## config.mk

```make
export PLATFORM = sky130hd
export DESIGN_NAME = team_06_volume_ramp_scaler
export DESIGN_NICKNAME = d
export VERILOG_FILES = /design/src/rtl/team_06_audio_pkg.sv /design/src/rtl/team_06_gain_ramp.sv /design/src/rtl/team_06_volume_ramp_scaler.sv
export SDC_FILE = /design/constraint.sdc
export NUM_CORES = 1
export LEC_CHECK = 0
export ABC_AREA = 0
export BUFFER_PORTS_ARGS = -buffer_cell sky130_fd_sc_hd__buf_2
export CAP_MARGIN = 5
export CORE_ASPECT_RATIO = 2
export CORE_MARGIN = 3
export CORE_UTILIZATION = 35
export DETAILED_ROUTE_END_ITERATION = 6
export PLACE_DENSITY = 0.56
export SLEW_MARGIN = 25
export SYNTH_ARGS = -nofsm -noshare
export SYNTH_HDL_FRONTEND = slang
export SYNTH_HIERARCHICAL = 1
export SYNTH_SLANG_ARGS = --single-unit
```

## constraint.sdc

```tcl
create_clock -name clk -period 4.43 [get_ports clk]
set_clock_uncertainty 0.1 [all_clocks]
set_input_delay 0.2215 -clock clk [delete_from_list [all_inputs] [get_ports clk]]
set_output_delay 0.2215 -clock clk [all_outputs]
set_load 0.005 [all_outputs]
```

## src/rtl/team_06_audio_pkg.sv

```systemverilog
// Shared types and helpers for the team_06 volume ramp scaler.
//   ramp_state_t  : classification of the applied gain against the target gain
//   SCALE_W       : working width of the per-channel scale helper
//   gain_width()  : width of the gain register for a given volume width
//   scale_sample(): one channel of (sample * gain) >> vol_w, unsigned or signed
package team_06_audio_pkg;

   typedef enum logic [1:0] {
      IDLE,
      UP,
      DOWN
   } ramp_state_t;

   localparam int unsigned SCALE_W = 32;

   // Gain spans 0..2^vol_w inclusive, so it needs one bit more than volume.
   function automatic int unsigned gain_width(input int unsigned vol_w);
      return vol_w + 1;
   endfunction

   // The sample arrives zero-extended in the low data_w bits. In signed mode
   // it is sign-extended here so the arithmetic shift floors toward -inf; in
   // unsigned mode the operand stays non-negative and the shift is logical.
   function automatic logic [SCALE_W-1:0] scale_sample(
      input logic [SCALE_W-1:0] sample,
      input int unsigned        data_w,
      input logic [SCALE_W-1:0] gain,
      input int unsigned        vol_w,
      input logic               is_signed
   );
      logic signed [2*SCALE_W-1:0] s_ext;
      logic signed [2*SCALE_W-1:0] g_ext;
      logic signed [2*SCALE_W-1:0] prod;
      s_ext = {{SCALE_W{1'b0}}, sample};
      if (is_signed && sample[data_w-1]) begin
         s_ext = s_ext - (64'sd1 <<< data_w);
      end
      g_ext = {{SCALE_W{1'b0}}, gain};
      prod  = (s_ext * g_ext) >>> vol_w;
      return SCALE_W'(prod);
   endfunction

endpackage

```

## src/rtl/team_06_gain_ramp.sv

```systemverilog
// Gain ramp controller: walks the applied gain one LSB toward the target
// every RAMP_DIV accepted frames while volume scaling is enabled.
//   clk, rst      : clock, asynchronous active-high reset
//   frame_accept  : a frame is accepted by the datapath this cycle
//   enable        : volume scaling enabled (0 freezes gain and counter)
//   volume, mute  : target = mute ? 0 : volume + 1
//   cur_gain      : applied gain, 0..2^VOL_W
//   ramp_busy     : enable is high and cur_gain differs from target
module team_06_gain_ramp
   import team_06_audio_pkg::*;
#(
   parameter int unsigned VOL_W    = 4,
   parameter int unsigned RAMP_DIV = 16
) (
   input  logic             clk,
   input  logic             rst,
   input  logic             frame_accept,
   input  logic             enable,
   input  logic [VOL_W-1:0] volume,
   input  logic             mute,
   output logic [VOL_W:0]   cur_gain,
   output logic             ramp_busy
);

   localparam int unsigned GAIN_W = gain_width(VOL_W);
   localparam int unsigned CNT_W  = (RAMP_DIV > 1) ? $clog2(RAMP_DIV) : 1;
   localparam logic [CNT_W-1:0] LAST = CNT_W'(RAMP_DIV - 1);

   logic [GAIN_W-1:0] target;
   logic [GAIN_W-1:0] gain_next;
   logic [CNT_W-1:0]  count;
   logic [CNT_W-1:0]  count_next;
   logic              step;
   ramp_state_t       state;

   assign target = mute ? '0 : ({1'b0, volume} + GAIN_W'(1));
   assign step   = frame_accept && enable;

   // State register: the FSM state is fully implied by cur_gain vs. target,
   // so only gain and counter are stored; a target change is seen at once.
   // NOTE: sequential state uses non-blocking assignments so every register
   // samples pre-edge values regardless of process ordering.
   always_ff @(posedge clk or posedge rst) begin
      if (rst) begin
         cur_gain <= '0;
         count    <= '0;
      end else begin
         cur_gain <= gain_next;
         count    <= count_next;
      end
   end

   // Next-state: classify, then advance counter / gain. The frame accepted
   // in the step cycle was already snapshotted with the pre-step gain.
   // NOTE: every variable gets a default first so no path infers a latch.
   always_comb begin
      state      = IDLE;
      count_next = count;
      gain_next  = cur_gain;
      if (cur_gain < target) begin
         state = UP;
      end else if (cur_gain > target) begin
         state = DOWN;
      end
      unique case (state)
         IDLE: count_next = '0;
         UP, DOWN: begin
            if (step) begin
               if (count == LAST) begin
                  count_next = '0;
                  gain_next  = (state == UP) ? cur_gain + GAIN_W'(1)
                                             : cur_gain - GAIN_W'(1);
               end else begin
                  count_next = count + CNT_W'(1);
               end
            end
         end
         default: count_next = '0;
      endcase
   end

   // Outputs
   always_comb begin
      ramp_busy = enable && (cur_gain != target);
   end

endmodule

```

## src/rtl/team_06_volume_ramp_scaler.sv

```systemverilog
// Multi-channel volume scaler with valid/ready handshake, 2-stage pipeline,
// mute and zipper-free gain ramping.
//   clk, rst        : clock, asynchronous active-high reset
//   audio_in        : CHANNELS packed samples, channel 0 in the LSBs
//   in_valid/ready  : upstream handshake
//   volume, mute    : target gain control (mute ramps down, never cuts)
//   enable_volume   : 0 = bypass, output equals input, ramp frozen
//   audio_out       : scaled frame, held while out_valid && !out_ready
//   out_valid/ready : downstream handshake
//   ramp_busy       : gain still moving toward target
module team_06_volume_ramp_scaler
   import team_06_audio_pkg::*;
#(
   parameter int unsigned DATA_W      = 8,
   parameter int unsigned VOL_W       = 4,
   parameter int unsigned CHANNELS    = 2,
   parameter int unsigned RAMP_DIV    = 16,
   parameter bit          SIGNED_MODE = 1'b0
) (
   input  logic                       clk,
   input  logic                       rst,
   input  logic [CHANNELS*DATA_W-1:0] audio_in,
   input  logic                       in_valid,
   output logic                       in_ready,
   input  logic [VOL_W-1:0]           volume,
   input  logic                       enable_volume,
   input  logic                       mute,
   output logic [CHANNELS*DATA_W-1:0] audio_out,
   output logic                       out_valid,
   input  logic                       out_ready,
   output logic                       ramp_busy
);

   localparam int unsigned GAIN_W  = gain_width(VOL_W);
   localparam int unsigned FRAME_W = CHANNELS * DATA_W;

   logic               advance;
   logic               frame_accept;
   logic [GAIN_W-1:0]  cur_gain;

   logic               s1_valid;
   logic               s1_bypass;
   logic [FRAME_W-1:0] s1_data;
   logic [GAIN_W-1:0]  s1_gain;
   logic [FRAME_W-1:0] s2_data_next;

   // The whole pipe moves together; it only stalls when the output is full
   // and downstream refuses it.
   assign advance      = !out_valid || out_ready;
   assign in_ready     = advance;
   assign frame_accept = in_valid && advance;

   team_06_gain_ramp #(
      .VOL_W   (VOL_W),
      .RAMP_DIV(RAMP_DIV)
   ) u_ramp (
      .clk         (clk),
      .rst         (rst),
      .frame_accept(frame_accept),
      .enable      (enable_volume),
      .volume      (volume),
      .mute        (mute),
      .cur_gain    (cur_gain),
      .ramp_busy   (ramp_busy)
   );

   // Stage 1: sample, gain snapshot and bypass flag travel together so a
   // later gain step or enable change cannot affect a frame in flight.
   // NOTE: datapath registers are reset as well, so audio_out reads zero
   // immediately after reset and no stale frame can leak out.
   always_ff @(posedge clk or posedge rst) begin
      if (rst) begin
         s1_valid  <= 1'b0;
         s1_bypass <= 1'b0;
         s1_data   <= '0;
         s1_gain   <= '0;
      end else if (advance) begin
         s1_valid <= in_valid;
         if (in_valid) begin
            s1_data   <= audio_in;
            s1_gain   <= cur_gain;
            s1_bypass <= !enable_volume;
         end
      end
   end

   for (genvar c = 0; c < CHANNELS; c++) begin : g_ch
      assign s2_data_next[c*DATA_W +: DATA_W] = s1_bypass
         ? s1_data[c*DATA_W +: DATA_W]
         : DATA_W'(scale_sample(SCALE_W'(s1_data[c*DATA_W +: DATA_W]), DATA_W,
                                SCALE_W'(s1_gain), VOL_W, SIGNED_MODE));
   end

   // Stage 2: output register; data only reloads for a valid frame.
   always_ff @(posedge clk or posedge rst) begin
      if (rst) begin
         out_valid <= 1'b0;
         audio_out <= '0;
      end else if (advance) begin
         out_valid <= s1_valid;
         if (s1_valid) begin
            audio_out <= s2_data_next;
         end
      end
   end

endmodule

```

==> out/metrics.yaml <==
clock_tree:
  cts_made_buffers: 5
  htreeDepth: 2
  postCtsSetupBuffers: 0
  clockBufferDepth: 2
  clk_latency_ns: 0.29
  cts_root_buf: "clkbuf_16"
  clk_pin_slew_ns: 0.07
  cts_tree: "done"
  cts_repair_resize_count: 0
  clock-sinks: 49
sta:
  period_needed_ns: 4.17
  fin_crit_sh_pct: 94.1
  clock.fmax_ghz: 0.240
  worst_slew_pin_slew_ns: 0.823
  setup_ws_ns: 0.263
  slew_viol_final: 0
  setup_tns_ns: 0
  relSlewSlack_pct: 45.1
  rsz0062_at_grt: "false"
  holdWs_ns: 0.0555
  hold_viol: 0
  finalSetupViolCount: 0
finish:
  final_common_cell: "inv_1"
  n_antenna_cell: 0
  post-route-cell-area_mm2: 0.00512
  stdcell_count: 670
  layout-drive-gt1-share_pct: 18.7
  area_growth_pct: 12.0
  fin_nets: 622
  final.fill_count: 1240
  final_cell_mix: "inv_1, and2_1, dfrtp_1, ha_1, buf_2"
critical_path:
  slowest_delay_ns: 0.63
  crit_chain: "and2_1 -> fa_1 -> fa_1 -> inv_1 -> fa_1 -> inv_1 -> ha_1 -> a21oi_1 -> o21ai_1 -> a21o_1 -> a31oi_1 -> xor2_1 -> o22ai_1"
  crit_slowest_cell: "dfrtp_1"
  cp-startpoint: "s1_gain[3]"
  cp_max_fo: 17
  cp.arrival_ns: 4.23
  cpMostUsedCell: "fa_1"
  end_kind: "flip-flop"
  worstSetupPathType: "flip-flop to flip-flop"
  reg2reg_to: "audio_out[14]"
  reg2reg_slack_ns: 0.26
  reg2reg_depth: 13
  r2r-start: "s1_gain[3]"
  critical_path.startpoint_type: "flip-flop"
  crit_required_ns: 4.50
placement:
  dpl-instance-area_mm2: 0.00492
  gp_congestion: 0.857
  dp_hpwl_mm: 8.55
  dp_cells: 661
  port_buffers: 44
  place_ws_ns: 0.290
yosys:
  ys_seq_elements: 49
  syn_area_per_cell_um2: 9.58
  yosys_warnings: 6
  synth_edf_count: 0
  syn-num-nets: 580
  yosys.area.top_type: "dfrtp_1"
  seq_area_frac_synth_pct: 26.8
  syn_inst: 477
  synthesis.area_mm2: 0.00457
  ys_top_cells_by_area: "dfrtp_1, fa_1, ha_1, and2_1, mux2_2"
  synth-main-ff-cell: "dfrtp_1"
  synth-async-reset-ratio_pct: 100
  synth_top_area_share_pct: 26.8
  synth.distinct_cells: 53
global_routing:
  grt_max_degree: 41
  grt_pass1_vias: 3674
  grt_pass1_wl_mm: 17.5
  grt-ovfl-total: 0
  grt.total_usage_pct: 15.1
  antenna_found_initial: 0
die:
  die_height_um: 168
  initial_utilization_pct: 36.0
  die-area_mm2: 0.0145
  rows: 58
  core_mm2: 0.0127
  num_io_pins: 45
  die_width_um: 86.8
run:
  maxCapViolations: 0
power:
  power.density_mw_per_mm2: 270
  leakagePower_nw: 2.62
  ir_drop_uv: 148
min_path:
  min_path_cells: 2
  hp-start: "audio_in[14]"
  hold-path-endpoint: "s1_data[14]"
  hold_class: "primary input to flip-flop"
drt:
  drtIter0Drc: 121
  dr_total_vias: 3502
  wirelength_mm: 10.5
  wire_per_inst_um: 15.7
  drc: 0
  via_per_inst: 5.23
  first_pass_iters: 5
  final_antenna_net_count: 0
run_status:
  outcome: "finished clean"
how the worst max path moves through the flow:
stage                    end  slack (ns)  cells past startpoint
5_1_grt        audio_out[15]        0.06                     13
4_1_cts         audio_out[7]        0.27                     13
3_5_place_dp    audio_out[7]        0.29                     13
6_report       audio_out[14]        0.26                     13
2_1_floorplan   audio_out[7]        0.51                     14
3_3_place_gp    audio_out[7]        0.43                     13
worst max-delay path: cells and delay by family, from the launching register on:
family | cells | cell delay [ns]
xor gates and xnor gates | 1 | 0.17
AOI/OAI and AO/OA | 5 | 0.93
adders and majority gates | 4 | 1.88
buffers and inverters | 2 | 0.11
and+or+nand+nor | 1 | 0.23
DFF | 1 | 0.63
metrics by stage:
step,power (mW),utilization [%]
after global placement,0.892,38.7
after global routing,1.46,40.3
after floorplan,0.773,-
after detailed placement,0.902,38.7
after CTS,1.41,40.3
final,1.38,40.3
Yosys cell counts, drive strengths merged (6+ instances only):
library cell and n:
clkbuf 11, a31oi 6, ha 45, nor2 18, and3 6, xnor2 10
xor2 14, mux2 22, o21ai 14, o22ai 8, nor3 8, and2 53
inv 51, dfrtp 49, nand3 6, fa 32, a21oi 34, nand2 43
final cells by class:
type	count	area, µm²	area share, %
clock buffers	5	125	2.44
clock inverters	3	65.1	1.27
inverters	51	191	3.74
multi-input cells	363	3060	59.8
flip-flops and latches	49	1230	24.0
well taps	150	188	3.67
repair buffers	49	260	5.09
power breakdown:
group,total (mW),internal [mW],switching (mW)
combinational,0.261,0.129,0.132
sequential,0.624,0.529,0.0959
clock,0.498,0.323,0.175
total,1.38,0.981,0.403
per-layer routing:
metal / share of wire [%] / global-route usage, %
met3: 2.8 / 2.07
met1: 37 / 15.8
met5: 0 / 0
met2: 58 / 29.4
met4: 1.7 / 5.36
cell families (layout without fill, tap and decap cells):
family                     count (synthesis)  in the layout  synth area share [%]
DFF                                       49             49                  26.8
xor gates and xnor gates                  24             24                  4.60
adders and majority gates                 77             77                  26.3
buffers and inverters                     65            108                  6.14
and+or+nand+nor                          156            156                  18.8
AOI/OAI and AO/OA                         84             84                  11.8
muxes                                     22             22                  5.51
state kept, by name, summed over array words and instances, names as in the netlist:
signal / flops
audio_out: 16
out_valid: 1
s1_bypass: 1
s1_data: 16
s1_gain: 5
s1_valid: 1
u_ramp/count: 4
u_ramp/cur_gain: 5
timing repair:
| item | CTS | global route |
|---|---|---|
| endpoints found under the setup margin | 0 | 0 |
| endpoints found under the hold margin | 11 | 0 |
| hold buffers | 1 | 0 |
Note: power is estimated with default switching activity, not from simulation.
